**config.mk**
```make
export PLATFORM = sky130hd
export DESIGN_NAME = clk_div_multi
export DESIGN_NICKNAME = d
export VERILOG_FILES = /design/src/rtl/clk_div_multi.sv
export SDC_FILE = /design/constraint.sdc
export NUM_CORES = 1
export LEC_CHECK = 0
export BUFFER_PORTS_ARGS = -buffer_cell sky130_fd_sc_hd__buf_2
export CAP_MARGIN = 20
export CELL_PAD_IN_SITES_DETAIL_PLACEMENT = 2
export CELL_PAD_IN_SITES_GLOBAL_PLACEMENT = 2
export CORE_UTILIZATION = 37
export CTS_BUF_LIST = sky130_fd_sc_hd__clkbuf_16
export DETAILED_ROUTE_END_ITERATION = 16
export PLACE_DENSITY = 0.75
export SETUP_SLACK_MARGIN = 0.02
export SYNTH_ARGS = -nofsm -noshare
export SYNTH_HDL_FRONTEND = slang
export SYNTH_SLANG_ARGS = --single-unit
```
**constraint.sdc**
```tcl
create_clock -name clock -period 3.46 [get_ports clock]
set_input_delay 0.346 -clock clock [delete_from_list [all_inputs] [get_ports clock]]
set_output_delay 0.346 -clock clock [all_outputs]
set_load 0.005 [all_outputs]
```
**src/rtl/clk_div_multi.sv**
```systemverilog
// Multi-channel programmable clock divider. Each channel produces a registered
// 50% clock with half-period H. Rate changes are deferred to a falling edge, so no phase is ever cut short.
module clk_div_multi #(
    parameter  int NUM_CH     = 4,
    parameter  int DIV_W      = 8,
    parameter  int RESET_HALF = 1,
    localparam int CH_W       = (NUM_CH > 1) ? $clog2(NUM_CH) : 1
) (
    input  logic              clock,
    input  logic              reset,
    input  logic              cfg_valid,
    input  logic [CH_W-1:0]   cfg_ch,
    input  logic [DIV_W-1:0]  cfg_half,
    input  logic              cfg_sync,
    output logic [NUM_CH-1:0] clk_out,
    output logic [NUM_CH-1:0] tick_rise,
    output logic [NUM_CH-1:0] pend,
    output logic              cfg_err
);

    logic [31:0] cfg_ch_ext;
    logic        cfg_err_d;
    logic        cfg_err_q;

    assign cfg_ch_ext = 32'(cfg_ch);

    always_comb begin
        cfg_err_d = cfg_valid && (cfg_ch_ext >= 32'(NUM_CH));
    end

    always_ff @(posedge clock or posedge reset) begin
        if (reset) begin
            cfg_err_q <= 1'b0;
        end else begin
            cfg_err_q <= cfg_err_d;
        end
    end

    assign cfg_err = cfg_err_q;

    genvar gi;
    generate
        for (gi = 0; gi < NUM_CH; gi++) begin : g_ch
            logic [DIV_W-1:0] act_h_q, act_h_d;
            logic [DIV_W-1:0] pnd_h_q, pnd_h_d;
            logic [DIV_W-1:0] cnt_q, cnt_d;
            logic             clk_q, clk_d;
            logic             tick_q, tick_d;
            logic             pend_q, pend_d;
            logic             wr;
            logic             at_end;

            assign wr     = cfg_valid && (cfg_ch_ext == 32'(gi));
            assign at_end = (cnt_q == act_h_q - DIV_W'(1));

            always_comb begin
                act_h_d = act_h_q;
                pnd_h_d = pnd_h_q;
                cnt_d   = cnt_q;
                clk_d   = clk_q;
                pend_d  = pend_q;
                tick_d  = 1'b0;
                if (cfg_sync) begin
                    cnt_d  = '0;
                    clk_d  = 1'b0;
                    pend_d = 1'b0;
                    if (wr) begin
                        act_h_d = cfg_half;
                    end else if (pend_q) begin
                        act_h_d = pnd_h_q;
                    end
                end else if (act_h_q == '0) begin
                    // Stopped: a new value takes over at once, output stays low
                    cnt_d = '0;
                    clk_d = 1'b0;
                    if (wr) begin
                        act_h_d = cfg_half;
                    end
                end else begin
                    if (at_end) begin
                        cnt_d = '0;
                        clk_d = ~clk_q;
                    end else begin
                        cnt_d = cnt_q + DIV_W'(1);
                    end
                    if (at_end && clk_q) begin
                        // Falling edge: the only safe point to change rate
                        if (wr) begin
                            act_h_d = cfg_half;
                            pend_d  = 1'b0;
                        end else if (pend_q) begin
                            act_h_d = pnd_h_q;
                            pend_d  = 1'b0;
                        end
                    end else if (wr) begin
                        pnd_h_d = cfg_half;
                        pend_d  = 1'b1;
                    end
                    tick_d = clk_d & ~clk_q;
                end
            end

            always_ff @(posedge clock or posedge reset) begin
                if (reset) begin
                    act_h_q <= DIV_W'(RESET_HALF);
                    pnd_h_q <= '0;
                    cnt_q   <= '0;
                    clk_q   <= 1'b0;
                    tick_q  <= 1'b0;
                    pend_q  <= 1'b0;
                end else begin
                    act_h_q <= act_h_d;
                    pnd_h_q <= pnd_h_d;
                    cnt_q   <= cnt_d;
                    clk_q   <= clk_d;
                    tick_q  <= tick_d;
                    pend_q  <= pend_d;
                end
            end

            assign clk_out[gi]   = clk_q;
            assign tick_rise[gi] = tick_q;
            assign pend[gi]      = pend_q;
        end
    endgenerate

endmodule

```
After elaboration in Yosys (flattened, before gate mapping)
Index checks and enable logic that the tools add are counted.
{"block": "word_totals", "output_inout_bits": 13, "word_cells": 180, "ff_bits": 109, "in_bits": 14}
{"block": "classes", "bitwise_logic": 17, "n_reduce_logical": 34, "n_mux": 80, "n_lt_le_gt_ge": 1, "addsub": 8, "eq_ne": 15}
{"op": "$mux 8", "n": 36}
{"op": "$mux 1", "n": 44}
{"op": "$add 8x1->8 const B", "n": 4}
{"op": "$eq 8x8->1", "n": 4}
{"op": "$logic_not 32->1", "n": 1}
{"op": "$logic_not 8->1", "n": 4}
{"op": "$sub 8x1->8 const B", "n": 4}
{"op": "$reduce_bool 3->1", "n": 8}
{"op": "$reduce_and 2->1", "n": 8}
{"op": "$reduce_and 4->1", "n": 4}
{"op": "$not 1->1", "n": 13}
{"op": "$ne 3x3->1 const B", "n": 4}
{"op": "$logic_and 1x1->1", "n": 9}
{"op": "$ne 2x2->1 const B", "n": 4}
{"op": "$and 1x1->1", "n": 4}
{"op": "$eq 2x2->1 const B", "n": 2}
{"op": "$ge 2x3->1 const B", "n": 1}
{"op": "$eq 2x1->1 const B", "n": 1}

Depth between registers and ports, before layout
{"block": "depth", "depth_word": 8, "ltp_mapped": 12, "ltp_nobuf": 11}

Least setup slack after synthesis
Ideal clock, no wire load.
{"block": "synth_path", "path_kind": "reg-to-reg", "startpoint": "register g_ch[2].act_h_q[2]", "endpoint": "register g_ch[2].act_h_q[0]", "path_stages_with_launch": 11, "t_required_ns": 3.398, "period_less_slack_ns": 3.831, "setup_slack_ns": -0.371, "setup_ns": 0.062, "path_buffers": 1, "arrival_ns": 3.769, "path_cell_list": "dfrtp_1 > or3_4 > or4b_1 > a2111o_1 > a2111oi_4 > ha_1 > a21boi_0 > a311o_1 > clkbuf_1 > a21boi_1 > o2bb2a_1"}
{"block": "synth_via", "elab_chain_cells": 5, "word_cells_on_any_way": 9, "cone_classes": "add/sub (1); eq/ne (2); mux (2); reduce/logical (4)"}
{"item": "from (decl)", "line_no": "44", "text": "logic [DIV_W-1:0] act_h_q, act_h_d;"}
{"item": "from (signal assigned)", "line_no": "105", "text": "act_h_q <= DIV_W'(RESET_HALF);"}
{"item": "from (signal assigned)", "line_no": "112", "text": "act_h_q <= act_h_d;"}
{"item": "$sub 8x1->8", "line_no": "54", "text": "assign at_end = (cnt_q == act_h_q - DIV_W'(1));"}
{"item": "$eq 8x8->1", "line_no": "54"}
{"item": "$logic_and 1x1->1", "line_no": "86", "text": "if (at_end && clk_q) begin"}
{"item": "$reduce_bool 3->1 (no line)"}
{"item": "$reduce_and 2->1 (no line)"}
Several ways; a longest one is shown, not always the timed one.
A chain may end at the register's enable or synchronous reset.

Worst setup path in the final report
{"block": "layout_path", "startpoint": "register g_ch[1].act_h_q[2]", "endpoint": "register g_ch[1].act_h_q[6]"}
{"block": "layout_via", "elab_chain_cells": 5, "word_cells_on_any_way": 9, "cone_classes": "add/sub (1); eq/ne (2); mux (2); reduce/logical (4)"}
{"item": "from (decl)", "line_no": "44"}
{"item": "from (signal assigned)", "line_no": "105"}
{"item": "from (signal assigned)", "line_no": "112"}
{"item": "$sub 8x1->8", "line_no": "54"}
{"item": "$eq 8x8->1", "line_no": "54"}
{"item": "$logic_and 1x1->1", "line_no": "86"}
{"item": "$reduce_bool 3->1 (no line)"}
{"item": "$reduce_and 2->1 (no line)"}
Several ways; a longest one is shown, not always the timed one.

==> results.md <==
- Number of synthesized flops with an enable pin: 0
- Die H: 129 um
- Endpoint type of the worst setup path: flip-flop
- Final weighted congestion in routability-driven placement: 0.787
- Maxcap violations: 0
- FILL cells: 1628
- Largest family of logic cells by synthesized area: simple AND/OR/NAND/NOR gates
- Die ar.: 16600 um2
- Critical Path Fanout Max: 8
- Synth Area in Simple Gates: 16.5%
- Worst VDD drop: 0.253 mV
- Dominant synthesized flop cell: dfrtp_1
- Leakage: 2.91 nW
- DR iter-0 viols: 152
- Drt total wl: 15000 um
- CTS buffer count: 9
- Final Net Count: 619
- Core box area: 15400 um2
- Top sig layer: met4
- Vias in the first global route: 4920
- Worst Setup Path Type: reg2reg
- DRT met1 WL: 6470 um
- Power density cells: 527 nW/um2
- Commonest cells after routing, fill and taps aside: dfrtp_1, xor2_1, nor3_1
- Post-detailed-route wirelength per cell: 18.7 um
- Antenna diode count: 0
- Worst hold path class: in2async
- Cell count after synthesis: 548
- Post-Synth Adder-Cell Area: 4.21%
- WL met2: 8020 um
- Post-route clock period utilization: 95.5%
- Total gr overflow: 0
- Die Wd: 129 um
- IO Count: 27
- Crit-path slowest cell: or4b_1
- Synth Area in XOR/XNOR: 9.96%
- Htree depth: 3
- Clock Latency Late Sink: 0.35 ns
- All-Layer GR Usage: 19.9%
- Area Overhead vs Synth: 12.6%
- Clock Pin Slew Worst Setup and Hold Paths: 0.07 ns
- DR vias/cell: 5.41
- Mean post-synth cell area: 10.8 um2
- Mapped Area: 5940 um2
- Min Tclk post-route: 3.31 ns
- Syn nets: 582
- Compound-Gate Fraction of Synth Area: 14.0%
- CP Launch Type: flip-flop
- Critical-path cell list: or3_1 -> or4b_1 -> a2111o_1 -> a2111oi_4 -> ha_2 -> inv_1 -> o211ai_1 -> o21a_2 -> a2bb2oi_1
- Non-Filler Instances: 801
- First-pass GRT wire length: 25700 um
- Drt first pass iters: 4
- Slew Viols, Final: 0
- Reg area: 2710 um2
- Final hold vios: 0
- Setup total negative slack: 0 ns
- Area of the multi-input gates: 3070 um2
- Unrepaired setup endpoints after global routing: false
- Post-DRT Antenna Nets: 0
- Final Skew: 0.00626 ns
- Data required, critical path: 3.73 ns
- Register area share after synthesis: 45.6%
- Hold-fix buffers, CTS: 0
- Fraction of layout cells with a size suffix above 1: 19.7%
- Seq cells post-synth: 108
- DR WL met3: 345 um
- Rows: 45
- Relative slew slack: 41.3%
- Final setup viols: 0
- Clk buf depth: 2
- DP Cell Count: 781
- Worst-Margin Slew: 0.878 ns
- DRC Markers: 0
- Clk sinks: 108
- Async SR Flop Fraction: 100%
- DP Wirelength: 11000 um
- Synth unique cells: 55
- Clk root buf: clkbuf_16
- Mux share of post-synthesis cell area: 6.40%
- Cts repair resizes: 0
- Antenna violations before repair: 0
- Commonest non-fill, non-tap cell in the layout: dfrtp_1
- Starting density of the core: 38.5%
- Synthesis Warnings: 0
- Via count: 4331
- Largest net degree at the start of global routing: 59
- Max Clk Rate: 0.303 GHz
- Critical path arrival: 3.58 ns
- CTS tree: done
- Slowest stage delay, CP: 0.54 ns
- IO buf count: 25
- Outcome: completed
- Postcts setup bufs: 0
## area by class of cell
cell class	count	share of cell area [%]
Sequential cell	108	40.5
Tap cell	211	3.95
Clock inverter	7	0.898
Clock buffer	9	3.37
Multi-Input combinational cell	401	45.9
Timing Repair Buffer	49	4.49
Inverter	16	0.935
## flip-flops by register name (all words and copies together), names as in the netlist
signal and cells:
g_ch.clk_q 4, g_ch.act_h_q 32, g_ch.pnd_h_q 32, g_ch.tick_q 4, g_ch.cnt_q 32, g_ch.pend_q 4
## worst paths after layout
path	cells past startpoint	startpoint	to	slack, ns
min in group clock	2	cfg_half[7]	g_ch[1].pnd_h_q[7]	0.39
hold reg to reg	1	g_ch[0].pnd_h_q[2]	g_ch[0].pnd_h_q[2]	0.50
setup / recovery	9	g_ch[1].act_h_q[2]	g_ch[1].act_h_q[6]	0.15
hold / removal	2	reset	g_ch[3].pend_q	0.12
setup reg to reg	9	g_ch[1].act_h_q[2]	g_ch[1].act_h_q[6]	0.15
max in group asynchronous	3	reset	g_ch[3].act_h_q[0]	2.44
## power by group
part / switching [mW] / internal [mW] / total, mW
Sequential: 0.230 / 1.48 / 1.71
Combinational: 0.386 / 0.412 / 0.798
Clock: 0.460 / 0.553 / 1.01
## cells by family after synthesis
group,after synthesis
AOI/OAI and AO/OA,108
xor gates and xnor gates,66
adders and majority gates,20
buffers and inverters,39
DFF,108
muxes,34
other,1
and+or+nand+nor,172
## synthesized netlist by cell type, drive strengths merged (12+ instances only)
| master | n | area [um2] |
|---|---|---|
| dfrtp | 104 | 2600 |
| xor2 | 37 | 324 |
| nor3 | 36 | 180 |
| nor2 | 34 | 128 |
| mux2 | 32 | 360 |
| xnor2 | 28 | 245 |
| nand3 | 21 | 105 |
| and3b | 20 | 175 |
| ha | 20 | 250 |
| o21a | 19 | 143 |
| inv | 16 | 60.1 |
| o21ai | 16 | 80.1 |
| o22ai | 16 | 100 |
| a2bb2oi | 14 | 123 |
| and3 | 14 | 87.6 |
| nand2 | 14 | 52.6 |
| buf | 13 | 97.6 |
| nor3b | 12 | 95.1 |
## metrics by stage
stage          util, %  hold WS [ns]  setup WS (ns)  total power [mW]  cell area [um2]
6_report          43.4         0.116          0.155              3.52             6690
5_1_grt           43.4         0.173         0.0299              3.73             6690
4_1_cts           43.2         0.141          0.146              3.58             6670
2_1_floorplan        -         0.473         0.0300              2.28             5980
3_5_place_dp      41.4         0.491          0.172              2.53             6380
3_3_place_gp      41.4         0.481          0.310              2.46             6380
## per-layer routing
metal	vias up	global-route usage [%]
li1	2071	-
met2	27	36.8
met3	11	3.99
met4	0	4.91
met1	2222	23.5
met5	-	0
## critical path: cells and delay by family (launching register included)
family | cells | cell delay (ns)
AOI/OAI and AO/OA | 5 | 1.48
buffers and inverters | 1 | 0.05
DFF | 1 | 0.45
and+or+nand+nor | 2 | 0.98
adders and majority gates | 1 | 0.26
Power figures use the tool's default switching activity.
